[config.mk]
export PLATFORM = sky130hd
export DESIGN_NAME = fb_scanout_prefetch_flat
export DESIGN_NICKNAME = d
export VERILOG_FILES = /design/src/rtl/fb_scanout_prefetch_pkg.sv /design/src/rtl/fb_scanout_prefetch_if.sv /design/src/rtl/fb_scanout_prefetch_sync_fifo.sv /design/src/rtl/fb_scanout_prefetch.sv /design/src/flat_wrapper.sv
export SDC_FILE = /design/constraint.sdc
export NUM_CORES = 1
export LEC_CHECK = 0
export CORE_ASPECT_RATIO = 1.5
export CORE_UTILIZATION = 45
export DETAILED_ROUTE_END_ITERATION = 10
export GPL_TIMING_DRIVEN = 0
export HOLD_SLACK_MARGIN = 0.03
export SETUP_SLACK_MARGIN = 0.02
export SLEW_MARGIN = 20
export SYNTH_ARGS = -nofsm -noshare
export SYNTH_HDL_FRONTEND = slang
export SYNTH_SLANG_ARGS = --single-unit
[constraint.sdc]
create_clock -name i_Clk -period 3.99 [get_ports i_Clk]
set_input_delay 0.9975 -clock i_Clk [delete_from_list [all_inputs] [get_ports i_Clk]]
set_output_delay 0.9975 -clock i_Clk [all_outputs]
set_load 0.02 [all_outputs]
[src/rtl/fb_scanout_prefetch_pkg.sv]
// Shared SDRAM command encodings and framebuffer geometry for the scanout read path
// and the pixel writer.
package fb_scanout_prefetch_pkg;

  localparam logic [1:0] CMD_IDLE  = 2'd0;
  localparam logic [1:0] CMD_READ  = 2'd1;
  localparam logic [1:0] CMD_WRITE = 2'd2;

  localparam int unsigned READ_BURST_LENGTH = 8;

  localparam int unsigned FB_WIDTH  = 480;
  localparam int unsigned FB_HEIGHT = 200;
  localparam int unsigned FB_WORDS  = FB_WIDTH * FB_HEIGHT;
  localparam int unsigned FB_BASE   = 0;

  localparam int unsigned ADDR_W = 22;
  localparam int unsigned DATA_W = 32;

  typedef enum logic [1:0] {StIdle, StRead, StDrain} state_e;

endpackage

[src/rtl/fb_scanout_prefetch_if.sv]
// Bundle of SDRAM-controller, arbitration, frame-timing and pixel-stream signals.
// The master modport is the prefetcher's view; slave is the surrounding system.
interface fb_scanout_prefetch_if #(
  parameter int unsigned LEVEL_W = 6
);
  import fb_scanout_prefetch_pkg::*;

  logic              i_Data_Read_Valid;
  logic [DATA_W-1:0] i_Data_Read;
  logic              i_SDRAM_Requested;
  logic              o_SDRAM_Yield;
  logic [1:0]        o_Command;
  logic [ADDR_W-1:0] o_Data_Address;
  logic              i_Frame_Start;
  logic [DATA_W-1:0] o_Pixel_Data;
  logic              o_Pixel_Valid;
  logic              i_Pixel_Ready;
  logic [LEVEL_W-1:0] o_Fifo_Level;
  logic              o_Underflow;

  modport master (
    input  i_Data_Read_Valid, i_Data_Read, i_SDRAM_Requested, i_Frame_Start, i_Pixel_Ready,
    output o_SDRAM_Yield, o_Command, o_Data_Address, o_Pixel_Data, o_Pixel_Valid,
           o_Fifo_Level, o_Underflow
  );

  modport slave (
    output i_Data_Read_Valid, i_Data_Read, i_SDRAM_Requested, i_Frame_Start, i_Pixel_Ready,
    input  o_SDRAM_Yield, o_Command, o_Data_Address, o_Pixel_Data, o_Pixel_Valid,
           o_Fifo_Level, o_Underflow
  );

endinterface

[src/rtl/fb_scanout_prefetch_sync_fifo.sv]
// First-word-fall-through synchronous FIFO with flush and occupancy output.
// Depth must be a power of two so the pointers wrap naturally.
module fb_scanout_prefetch_sync_fifo #(
  parameter int unsigned Width = 32,
  parameter int unsigned Depth = 32,
  localparam int unsigned PtrW   = $clog2(Depth),
  localparam int unsigned LevelW = PtrW + 1
) (
  input  logic              clk_i,
  input  logic              rst_ni,
  input  logic              flush_i,
  input  logic              push_i,
  input  logic [Width-1:0]  wdata_i,
  input  logic              pop_i,
  output logic [Width-1:0]  rdata_o,
  output logic              valid_o,
  output logic [LevelW-1:0] level_o
);

  logic [Width-1:0]  mem_q [Depth];
  logic [PtrW-1:0]   wr_ptr_q, rd_ptr_q;
  logic [LevelW-1:0] level_q;
  logic              pop_ok;

  assign pop_ok  = pop_i && (level_q != '0);
  assign rdata_o = mem_q[rd_ptr_q];
  assign valid_o = (level_q != '0);
  assign level_o = level_q;

  always_ff @(posedge clk_i) begin
    if (push_i && !flush_i) begin
      mem_q[wr_ptr_q] <= wdata_i;
    end
  end

  always_ff @(posedge clk_i or negedge rst_ni) begin
    if (!rst_ni) begin
      wr_ptr_q <= '0;
      rd_ptr_q <= '0;
      level_q  <= '0;
    end else if (flush_i) begin
      // Flush wins over any same-cycle push or pop.
      wr_ptr_q <= '0;
      rd_ptr_q <= '0;
      level_q  <= '0;
    end else begin
      if (push_i) wr_ptr_q <= wr_ptr_q + PtrW'(1);
      if (pop_ok) rd_ptr_q <= rd_ptr_q + PtrW'(1);
      if (push_i && !pop_ok) begin
        level_q <= level_q + LevelW'(1);
      end else if (!push_i && pop_ok) begin
        level_q <= level_q - LevelW'(1);
      end
    end
  end

  a_no_push_at_full: assert property (@(posedge clk_i) disable iff (!rst_ni)
    !(push_i && (level_q == LevelW'(Depth))));

endmodule

[src/rtl/fb_scanout_prefetch.sv]
// Framebuffer scanout prefetcher: issues SDRAM read bursts when the FIFO has room for a
// whole burst and streams buffered words to the LCD driver.
module fb_scanout_prefetch
  import fb_scanout_prefetch_pkg::*;
#(
  parameter int unsigned FRAME_WORDS = FB_WORDS,
  parameter int unsigned BASE_ADDR   = FB_BASE,
  parameter int unsigned BURST_LEN   = READ_BURST_LENGTH,
  parameter int unsigned FIFO_DEPTH  = 32
) (
  input logic                   i_Clk,
  input logic                   i_Rst_n,
  fb_scanout_prefetch_if.master bus
);

  localparam int unsigned LevelW = $clog2(FIFO_DEPTH) + 1;
  localparam int unsigned CntW   = (BURST_LEN > 1) ? $clog2(BURST_LEN) : 1;
  localparam logic [ADDR_W-1:0] BaseAddr      = ADDR_W'(BASE_ADDR);
  localparam logic [ADDR_W-1:0] LastAddr      = ADDR_W'(BASE_ADDR + FRAME_WORDS - 1);
  localparam logic [LevelW-1:0] MaxStartLevel = LevelW'(FIFO_DEPTH - BURST_LEN);
  localparam logic [CntW-1:0]   CntLoad       = CntW'(BURST_LEN - 1);

  state_e            state_q;
  logic [1:0]        cmd_q;
  logic [ADDR_W-1:0] addr_q, addr_inc;
  logic [CntW-1:0]   cnt_q;
  logic              underflow_q;

  logic [LevelW-1:0] level;
  logic              fifo_valid;
  logic [DATA_W-1:0] fifo_data;
  logic              last_word, can_start, push, pop, flush;

  assign last_word = bus.i_Data_Read_Valid && (cnt_q == '0);
  assign can_start = !bus.i_SDRAM_Requested && (level <= MaxStartLevel) && !bus.i_Frame_Start;
  assign addr_inc  = (addr_q == LastAddr) ? BaseAddr : addr_q + ADDR_W'(1);

  // A word arriving on the frame-start edge already belongs to the stale frame.
  assign push  = (state_q == StRead) && bus.i_Data_Read_Valid && !bus.i_Frame_Start;
  assign pop   = fifo_valid && bus.i_Pixel_Ready;
  assign flush = ((state_q == StIdle) && bus.i_Frame_Start) ||
                 ((state_q == StDrain) && last_word) ||
                 ((state_q == StRead) && bus.i_Frame_Start && last_word);

  always_ff @(posedge i_Clk or negedge i_Rst_n) begin
    if (!i_Rst_n) begin
      state_q     <= StIdle;
      cmd_q       <= CMD_IDLE;
      addr_q      <= BaseAddr;
      cnt_q       <= '0;
      underflow_q <= 1'b0;
    end else begin
      if (bus.i_Pixel_Ready && !fifo_valid) underflow_q <= 1'b1;
      case (state_q)
        StIdle: begin
          if (bus.i_Frame_Start) begin
            addr_q <= BaseAddr;
          end else if (can_start) begin
            state_q <= StRead;
            cmd_q   <= CMD_READ;
            cnt_q   <= CntLoad;
          end
        end
        StRead: begin
          if (bus.i_Data_Read_Valid) begin
            cnt_q  <= cnt_q - CntW'(1);
            addr_q <= addr_inc;
          end
          if (last_word) begin
            state_q <= StIdle;
            cmd_q   <= CMD_IDLE;
            if (bus.i_Frame_Start) addr_q <= BaseAddr;
          end else if (bus.i_Frame_Start) begin
            state_q <= StDrain;
          end
        end
        StDrain: begin
          if (bus.i_Data_Read_Valid) cnt_q <= cnt_q - CntW'(1);
          if (last_word) begin
            state_q <= StIdle;
            cmd_q   <= CMD_IDLE;
            addr_q  <= BaseAddr;
          end
        end
        default: begin
          state_q <= StIdle;
          cmd_q   <= CMD_IDLE;
        end
      endcase
    end
  end

  fb_scanout_prefetch_sync_fifo #(
    .Width (DATA_W),
    .Depth (FIFO_DEPTH)
  ) u_fifo (
    .clk_i   (i_Clk),
    .rst_ni  (i_Rst_n),
    .flush_i (flush),
    .push_i  (push),
    .wdata_i (bus.i_Data_Read),
    .pop_i   (pop),
    .rdata_o (fifo_data),
    .valid_o (fifo_valid),
    .level_o (level)
  );

  assign bus.o_Command      = cmd_q;
  assign bus.o_Data_Address = addr_q;
  assign bus.o_SDRAM_Yield  = bus.i_SDRAM_Requested && (cmd_q == CMD_IDLE);
  assign bus.o_Pixel_Data   = fifo_data;
  assign bus.o_Pixel_Valid  = fifo_valid;
  assign bus.o_Fifo_Level   = level;
  assign bus.o_Underflow    = underflow_q;

  a_no_write_cmd: assert property (@(posedge i_Clk) disable iff (!i_Rst_n)
    cmd_q != CMD_WRITE);

endmodule
[src/flat_wrapper.sv]
// flat-port wrapper written by rule: the top's interface ports become plain ports
module fb_scanout_prefetch_flat import fb_scanout_prefetch_pkg::*;
#(
  parameter int unsigned FRAME_WORDS = FB_WORDS,
  parameter int unsigned BASE_ADDR   = FB_BASE,
  parameter int unsigned BURST_LEN   = READ_BURST_LENGTH,
  parameter int unsigned FIFO_DEPTH  = 32
)
  (i_Clk, i_Rst_n, bus_i_Data_Read_Valid, bus_i_Data_Read, bus_i_SDRAM_Requested, bus_i_Frame_Start, bus_i_Pixel_Ready, bus_o_SDRAM_Yield, bus_o_Command, bus_o_Data_Address, bus_o_Pixel_Data, bus_o_Pixel_Valid, bus_o_Fifo_Level, bus_o_Underflow);
  fb_scanout_prefetch_if bus_i ();
  input logic i_Clk;
  input logic i_Rst_n;
  input wire logic [$bits(bus_i.i_Data_Read_Valid)-1:0] bus_i_Data_Read_Valid;
  input wire logic [$bits(bus_i.i_Data_Read)-1:0] bus_i_Data_Read;
  input wire logic [$bits(bus_i.i_SDRAM_Requested)-1:0] bus_i_SDRAM_Requested;
  input wire logic [$bits(bus_i.i_Frame_Start)-1:0] bus_i_Frame_Start;
  input wire logic [$bits(bus_i.i_Pixel_Ready)-1:0] bus_i_Pixel_Ready;
  output wire logic [$bits(bus_i.o_SDRAM_Yield)-1:0] bus_o_SDRAM_Yield;
  output wire logic [$bits(bus_i.o_Command)-1:0] bus_o_Command;
  output wire logic [$bits(bus_i.o_Data_Address)-1:0] bus_o_Data_Address;
  output wire logic [$bits(bus_i.o_Pixel_Data)-1:0] bus_o_Pixel_Data;
  output wire logic [$bits(bus_i.o_Pixel_Valid)-1:0] bus_o_Pixel_Valid;
  output wire logic [$bits(bus_i.o_Fifo_Level)-1:0] bus_o_Fifo_Level;
  output wire logic [$bits(bus_i.o_Underflow)-1:0] bus_o_Underflow;
  assign bus_i.i_Data_Read_Valid = bus_i_Data_Read_Valid;
  assign bus_i.i_Data_Read = bus_i_Data_Read;
  assign bus_i.i_SDRAM_Requested = bus_i_SDRAM_Requested;
  assign bus_i.i_Frame_Start = bus_i_Frame_Start;
  assign bus_i.i_Pixel_Ready = bus_i_Pixel_Ready;
  assign bus_o_SDRAM_Yield = bus_i.o_SDRAM_Yield;
  assign bus_o_Command = bus_i.o_Command;
  assign bus_o_Data_Address = bus_i.o_Data_Address;
  assign bus_o_Pixel_Data = bus_i.o_Pixel_Data;
  assign bus_o_Pixel_Valid = bus_i.o_Pixel_Valid;
  assign bus_o_Fifo_Level = bus_i.o_Fifo_Level;
  assign bus_o_Underflow = bus_i.o_Underflow;
  fb_scanout_prefetch #(.FRAME_WORDS(FRAME_WORDS), .BASE_ADDR(BASE_ADDR), .BURST_LEN(BURST_LEN), .FIFO_DEPTH(FIFO_DEPTH)) u_core (.i_Clk(i_Clk), .i_Rst_n(i_Rst_n), .bus(bus_i));
endmodule
Yosys cells after proc, flatten, opt, wreduce, memory -nomap -nowiden
Memories as Yosys holds them, arrays and structs flattened.
Index checks and enable logic that the tools add are counted.
W data, S select, Z words.
{ "word_totals": {"ff_bits": 46, "mem_bits_rw": 1024, "in_bits": 38, "word_cells": 91, "mem_count": 1} }
{ "op_classes": {"add_sub_neg": 6, "n_lt_le_gt_ge": 1, "n_eq_ne": 10, "n_mux": 27, "n_reduce_logical": 38} }
{ "memory_table": {"columns": ["name", "depth", "word_bits", "rd", "rd_clocked_by_memory_dff", "wr", "line", "source"], "rows": [
  ["u_core.u_fifo.mem_q", 32, 32, 1, 0, 1, "fb_scanout_prefetch_sync_fifo.sv:20", "logic [Width-1:0] mem_q [Depth];"]
]} }
{ "ops": {"columns": ["cell", "n"], "rows": [
  ["$mux W22", 6],
  ["$pmux W22 S3", 1],
  ["$add A22 B1 Y22 const B", 1],
  ["$eq A22 B17 Y1 const B", 1],
  ["$mux W5", 4],
  ["$mux W6", 3],
  ["$logic_and A1 B1 Y1", 16],
  ["$add A5 B1 Y5 const B", 2],
  ["$mux W2", 5],
  ["$mux W3", 3],
  ["$ne A2 B1 Y1 const B", 4],
  ["$reduce_and A4 Y1", 2],
  ["$add A6 B1 Y6 const B", 1],
  ["$le A6 B5 Y1 const B", 1],
  ["$logic_not A1 Y1", 6],
  ["$pmux W2 S3", 1],
  ["$pmux W3 S2", 1],
  ["$reduce_and A3 Y1", 2],
  ["$reduce_bool A2 Y1", 3],
  ["$reduce_bool A3 Y1", 2],
  ["$reduce_bool A6 Y1", 1],
  ["$sub A6 B1 Y6 const B", 1],
  ["$logic_not A2 Y1", 2],
  ["$ne A2 B2 Y1 const B", 2],
  ["9 further kinds", 11]
]} }

Longest topological paths before layout
{ "logic_depth": {"depth_word": 9, "ltp_mapped": 11} }

Modules after synthesis
Synthesis repeated with hierarchy kept, for this count alone.
{ "unflattened": {"hier_cells": 2008, "area_unflattened_um2": 41609.9} }
{ "by_module_without_submodules": {"columns": ["module", "n_inst", "cells_per_inst", "area_each_um2", "seq_area_each_um2"], "rows": [
  ["fb_scanout_prefetch_sync_fifo", 1, 1821, 39883.3, 31149.9],
  ["fb_scanout_prefetch", 1, 187, 1726.7, 725.7]
]} }

Worst setup path after synthesis
No wires, ideal clock.
{ "synth_path": {"path_kind": "input port to flip-flop", "startpoint": "in bus_i_Frame_Start", "endpoint": "mem u_core.u_fifo.mem_q[29][0] (enable)", "arrival_ps": 3394, "path_slack_ps": 175, "path_stages": 5, "n_path_buf": 1, "cell_sequence": "and3b_1 clkbuf_1 a21boi_0 nand2_1 nor2_1"} }
{ "synth_via": {"elab_chain_cells": 7, "elab_cells_between_ends": 11, "classes_between": "mux: 2; reduce/logical: 9"} }
{ "synth_rtl": {"columns": ["element", "line", "source"], "rows": [
  ["start, declared", "flat_wrapper.sv:16", "input wire logic [$bits(bus_i.i_Frame_Start)-1:0] bus_i_Frame_Start;"],
  ["$logic_and A1 B1 Y1 (on tied branches)", "fb_scanout_prefetch.sv:41, fb_scanout_prefetch.sv:43", null],
  ["$logic_or A1 B1 Y1 / $logic_and A1 B1 Y1 (equally long branches)", "fb_scanout_prefetch.sv:41, fb_scanout_prefetch.sv:43", null],
  ["$logic_or A1 B1 Y1", "fb_scanout_prefetch.sv:42", "((state_q == StDrain) && last_word) ||"],
  ["$logic_not A1 Y1", "fb_scanout_prefetch_sync_fifo.sv:31", "if (push_i && !flush_i) begin"],
  ["$logic_and A1 B1 Y1 *", "fb_scanout_prefetch_sync_fifo.sv:31", null],
  ["$mux W1 *", "fb_scanout_prefetch_sync_fifo.sv:31", null],
  ["$mux W1 (implied by the code) *", "fb_scanout_prefetch_sync_fifo.sv:32", "mem_q[wr_ptr_q] <= wdata_i;"],
  ["end, declared", "fb_scanout_prefetch_sync_fifo.sv:20", null]
]} }
Every way passes the cells marked *; elsewhere a longest branch is shown, timed or not.

Worst setup path after layout
{ "layout_path": {"startpoint": "reg u_core.u_fifo.rd_ptr_q[4]", "endpoint": "out bus_o_Pixel_Data[20]"} }
{ "layout_via": {"elab_chain_cells": 1} }
{ "layout_rtl": {"columns": ["element", "line", "source"], "rows": [
  ["start, declared", "fb_scanout_prefetch_sync_fifo.sv:21", "logic [PtrW-1:0] wr_ptr_q, rd_ptr_q;"],
  ["start signal, assigned", "fb_scanout_prefetch_sync_fifo.sv:48", "if (pop_ok) rd_ptr_q <= rd_ptr_q + PtrW'(1);"],
  ["$mem_v2 Z32 W32", null, null],
  ["end, declared", "flat_wrapper.sv:21", "output wire logic [$bits(bus_i.o_Pixel_Data)-1:0] bus_o_Pixel_Data;"]
]} }
Every way passes these cells.

==> results.py <==
metrics = {
    "floorplanning": {
        "die_w_um": 250,
        "core_area_sq_um": 91500,
        "rows": 136,
        "initial_utilization": 0.454,
        "dieArea_sq_um": 93600,
        "design.portCount": 103,
        "die_height_um": 374,
    },
    "yosys": {
        "synthCells": 2032,
        "synth_edf_count": 1024,
        "synth_seq_cells": 1069,
        "synthTopCellsByArea": "edfxtp_1 (74%), mux4_2 (10%), mux2i_1 (3.1%)",
        "async_flop_share": 0.0421,
        "syn_nets": 2088,
        "yosysTopAreaCellShare": 0.740,
        "yosysWarnings": 0,
        "ys_top_cells_by_count": "edfxtp_1 (1,024), mux4_2 (192), mux2i_1 (130)",
        "synth.cell_area_sq_um": 41600,
        "synth.distinct_cells": 61,
        "seq_area_frac_synth": 0.767,
        "syn_area_per_cell_sq_um": 20.5,
        "synth_most_common_cell": "edfxtp_1",
        "ys.flop_type": "edfxtp_1",
        "yosys.area.top_type": "edfxtp_1",
    },
    "clock_network": {
        "cts_tree": "built",
        "clk_latency_ps": 660,
        "root_buffer": "clkbuf_16",
        "clkTransAtPathRegs_ps": 70,
        "cts.sinks": 1069,
        "numCtsBuffers": 99,
        "cts_buffer_depth": 3,
        "htreeDepth": 3,
    },
    "setup_path": {
        "end_kind": "output pin",
        "crit_arrival_ps": 3020,
        "worstSetupStartpointType": "flop",
        "criticalPathCategory": "reg2out",
        "path_max_fanout": 10,
        "crit_required_ps": 2990,
    },
    "finish": {
        "layout-drive-gt1-share": 0.308,
        "multiInputGateArea_sq_um": 10300,
        "regArea_sq_um": 31900,
        "n_antenna_cell": 0,
        "n_fill_cell": 6846,
        "nets": 2369,
        "syn_to_final_growth_pct": 22.0,
    },
    "job": {
        "cap_violations": 0,
    },
    "detailed_routing": {
        "wirelength_um": 113000,
        "num_vias": 21932,
        "wire_per_inst_um": 31.7,
        "drc": 0,
        "first_iter_violations": 1882,
        "antenna_left": 0,
        "viasPerCell": 6.14,
        "drt_pass1_iterations": 7,
    },
    "global_routing": {
        "grt_max_degree": 33,
        "grt_overflow": 0,
        "grt_usage": 0.242,
        "grt_pass1_wl_um": 161000,
        "grt_antenna_before_repair": 1,
        "grt_pass1_vias": 23280,
    },
    "sta": {
        "fin_skew_ps": 20.5,
        "grt_setup_unrepaired": "yes",
        "worst_slew_pin_slew_ps": 1100,
        "period_needed_ps": 4020,
        "setup_viol": 3,
        "slew_violations": 0,
        "finalCritPeriodShare": 1.01,
        "fmax_mhz": 249,
        "max_slew_margin": 0.261,
        "hold_viol": 0,
        "finalWorstSetupSlack_ps": -26.7,
    },
    "status": {
        "violations": "setup timing",
        "status": "finished with violations",
    },
    "power_and_ir_drop": {
        "power_density_nw_per_um2": 579,
        "total_power_mw": 29.4,
        "p_leak_nw": 16.0,
        "peakVddDrop_v": 0.000404,
    },
    "place": {
        "numPortBuffers": 101,
        "gp_congestion": 0.789,
        "pre_cts_ws_ps": -1440,
        "hpwl_um": 73300,
    },
    "min_path": {
        "hp-class": "in2async",
    },
}
logic make-up (layout without fill, tap and decap cells):
kind of cell / after synthesis / after routing / synth area share
compound gates: 313 / 313 / 0.0546
fa+ha+maj: 18 / 18 / 0.00560
buf+inv: 137 / 504 / 0.0139
flops: 1069 / 1069 / 0.767
other cells: 1 / 1 / 0.0000902
simple gates: 162 / 162 / 0.0213
xor+xnor: 10 / 10 / 0.00211
mux: 322 / 322 / 0.135
worst max-delay path, cell delays in order, from the launching register on:
cell	delay [ps]
dfrtp_1	530
clkbuf_4	430
clkbuf_2	480
o221ai_4	200
a211oi_4	400
a21oi_4	110
buf_4	190
registers in the layout (all words and copies together), names as in the netlist:
name                       cells
u_core.bus.o_Data_Address     22
u_core.u_fifo.rd_ptr_q         5
u_core.u_fifo.mem_q         1024
u_core.u_fifo.wr_ptr_q         5
u_core.bus.o_Command           1
u_core.u_fifo.level_o          6
u_core.state_q                 2
u_core.cnt_q                   3
u_core.bus.o_Underflow         1
final timing paths:
path / start / end / slack, ps / cells past startpoint
setup / recovery: u_core.u_fifo.rd_ptr_q[4]$_DFFE_PN0P_ / bus_o_Pixel_Data[20] / -30 / 6
hold / removal: i_Rst_n / u_core.bus.o_Data_Address[19]$_DFFE_PN0P_ / 260 / 1
setup reg to reg: u_core.state_q[1]$_DFFE_PN0P_ / u_core.u_fifo.mem_q[31][10]$_DFFE_PP_ / 530 / 9
hold reg to reg: u_core.bus.o_Underflow$_DFFE_PN0P_ / u_core.bus.o_Underflow$_DFFE_PN0P_ / 480 / 1
max in group asynchronous: i_Rst_n / u_core.u_fifo.rd_ptr_q[3]$_DFFE_PN0P_ / 3200 / 2
min in group i_Clk: u_core.bus.o_Underflow$_DFFE_PN0P_ / u_core.bus.o_Underflow$_DFFE_PN0P_ / 480 / 1
per-layer routing:
layer  routed length [um]  track usage  vias to the layer above
li1                     -            -                     9126
met1                42700        0.301                    11746
met2                59400        0.424                      857
met3                 6310       0.0330                      203
met4                 4840        0.102                        0
met5                    0            0                        -
layout make-up:
cell class,instances,area share
Sequential cell,1069,0.629
Multi-Input combinational cell,826,0.203
Clock buffer,109,0.0506
Timing Repair Buffer,182,0.0472
Tap cell,1173,0.0289
Buffer,116,0.0248
Clock inverter,78,0.0155
Inverter,19,0.00141
power by group:
part	switching [mW]	total, mW	internal (mW)
sequential	0.103	12.5	12.4
combinational	3.97	7.12	3.15
clock	4.18	9.76	5.58
total	8.26	29.4	21.1
stage by stage:
stage / TNS [ps] / area, sq um / util / hold slack [ps] / instances
2_1_floorplan: 0 / 41600 / - / 516 / 2032
3_3_place_gp: -2593810 / 44000 / 0.481 / 447 / 3306
3_5_place_dp: -373900 / 45300 / 0.495 / 459 / 3355
4_1_cts: -779 / 50200 / 0.548 / 246 / 3545
5_1_grt: -441 / 50700 / 0.554 / 269 / 3572
6_report: -46.2 / 50700 / 0.554 / 261 / 3572
layout by cell type (no fill, tap or decap), drive strengths merged, types with 4 or more instances in the layout:
| cell type | n |
|---|---|
| nand3b | 7 |
| dfrtp | 45 |
| clkdlybuf4s15 | 12 |
| nand3 | 10 |
| a22o | 32 |
| inv | 25 |
| a211oi | 66 |
| buf | 173 |
| mux4 | 192 |
| clkbuf | 169 |
| o21ai | 17 |
| bufinv | 14 |
| and2 | 4 |
| a22oi | 51 |
| or4 | 16 |
| clkinv | 49 |
| nor2b | 9 |
| clkinvlp | 9 |
| nor2 | 53 |
| o31ai | 13 |
| xor2 | 8 |
| mux2i | 130 |
| o221ai | 32 |
| edfxtp | 1024 |
| o22ai | 32 |
| a21oi | 46 |
| nand2 | 18 |
| ha | 17 |
| or3 | 14 |
| nand4 | 9 |
| clkdlybuf4s50 | 53 |
repair_timing:
action | 4_1_cts | 5_1_grt
buffers inserted | 5 | 27
setup endpoints to repair | 32 | 339
hold buffers | 0 | 0
endpoints found under the hold margin | 0 | 0
pin swaps | 32 | 36
cloned | 0 | 0
resized for setup | 526 | 69
Note: power is estimated with default switching activity, not from simulation.
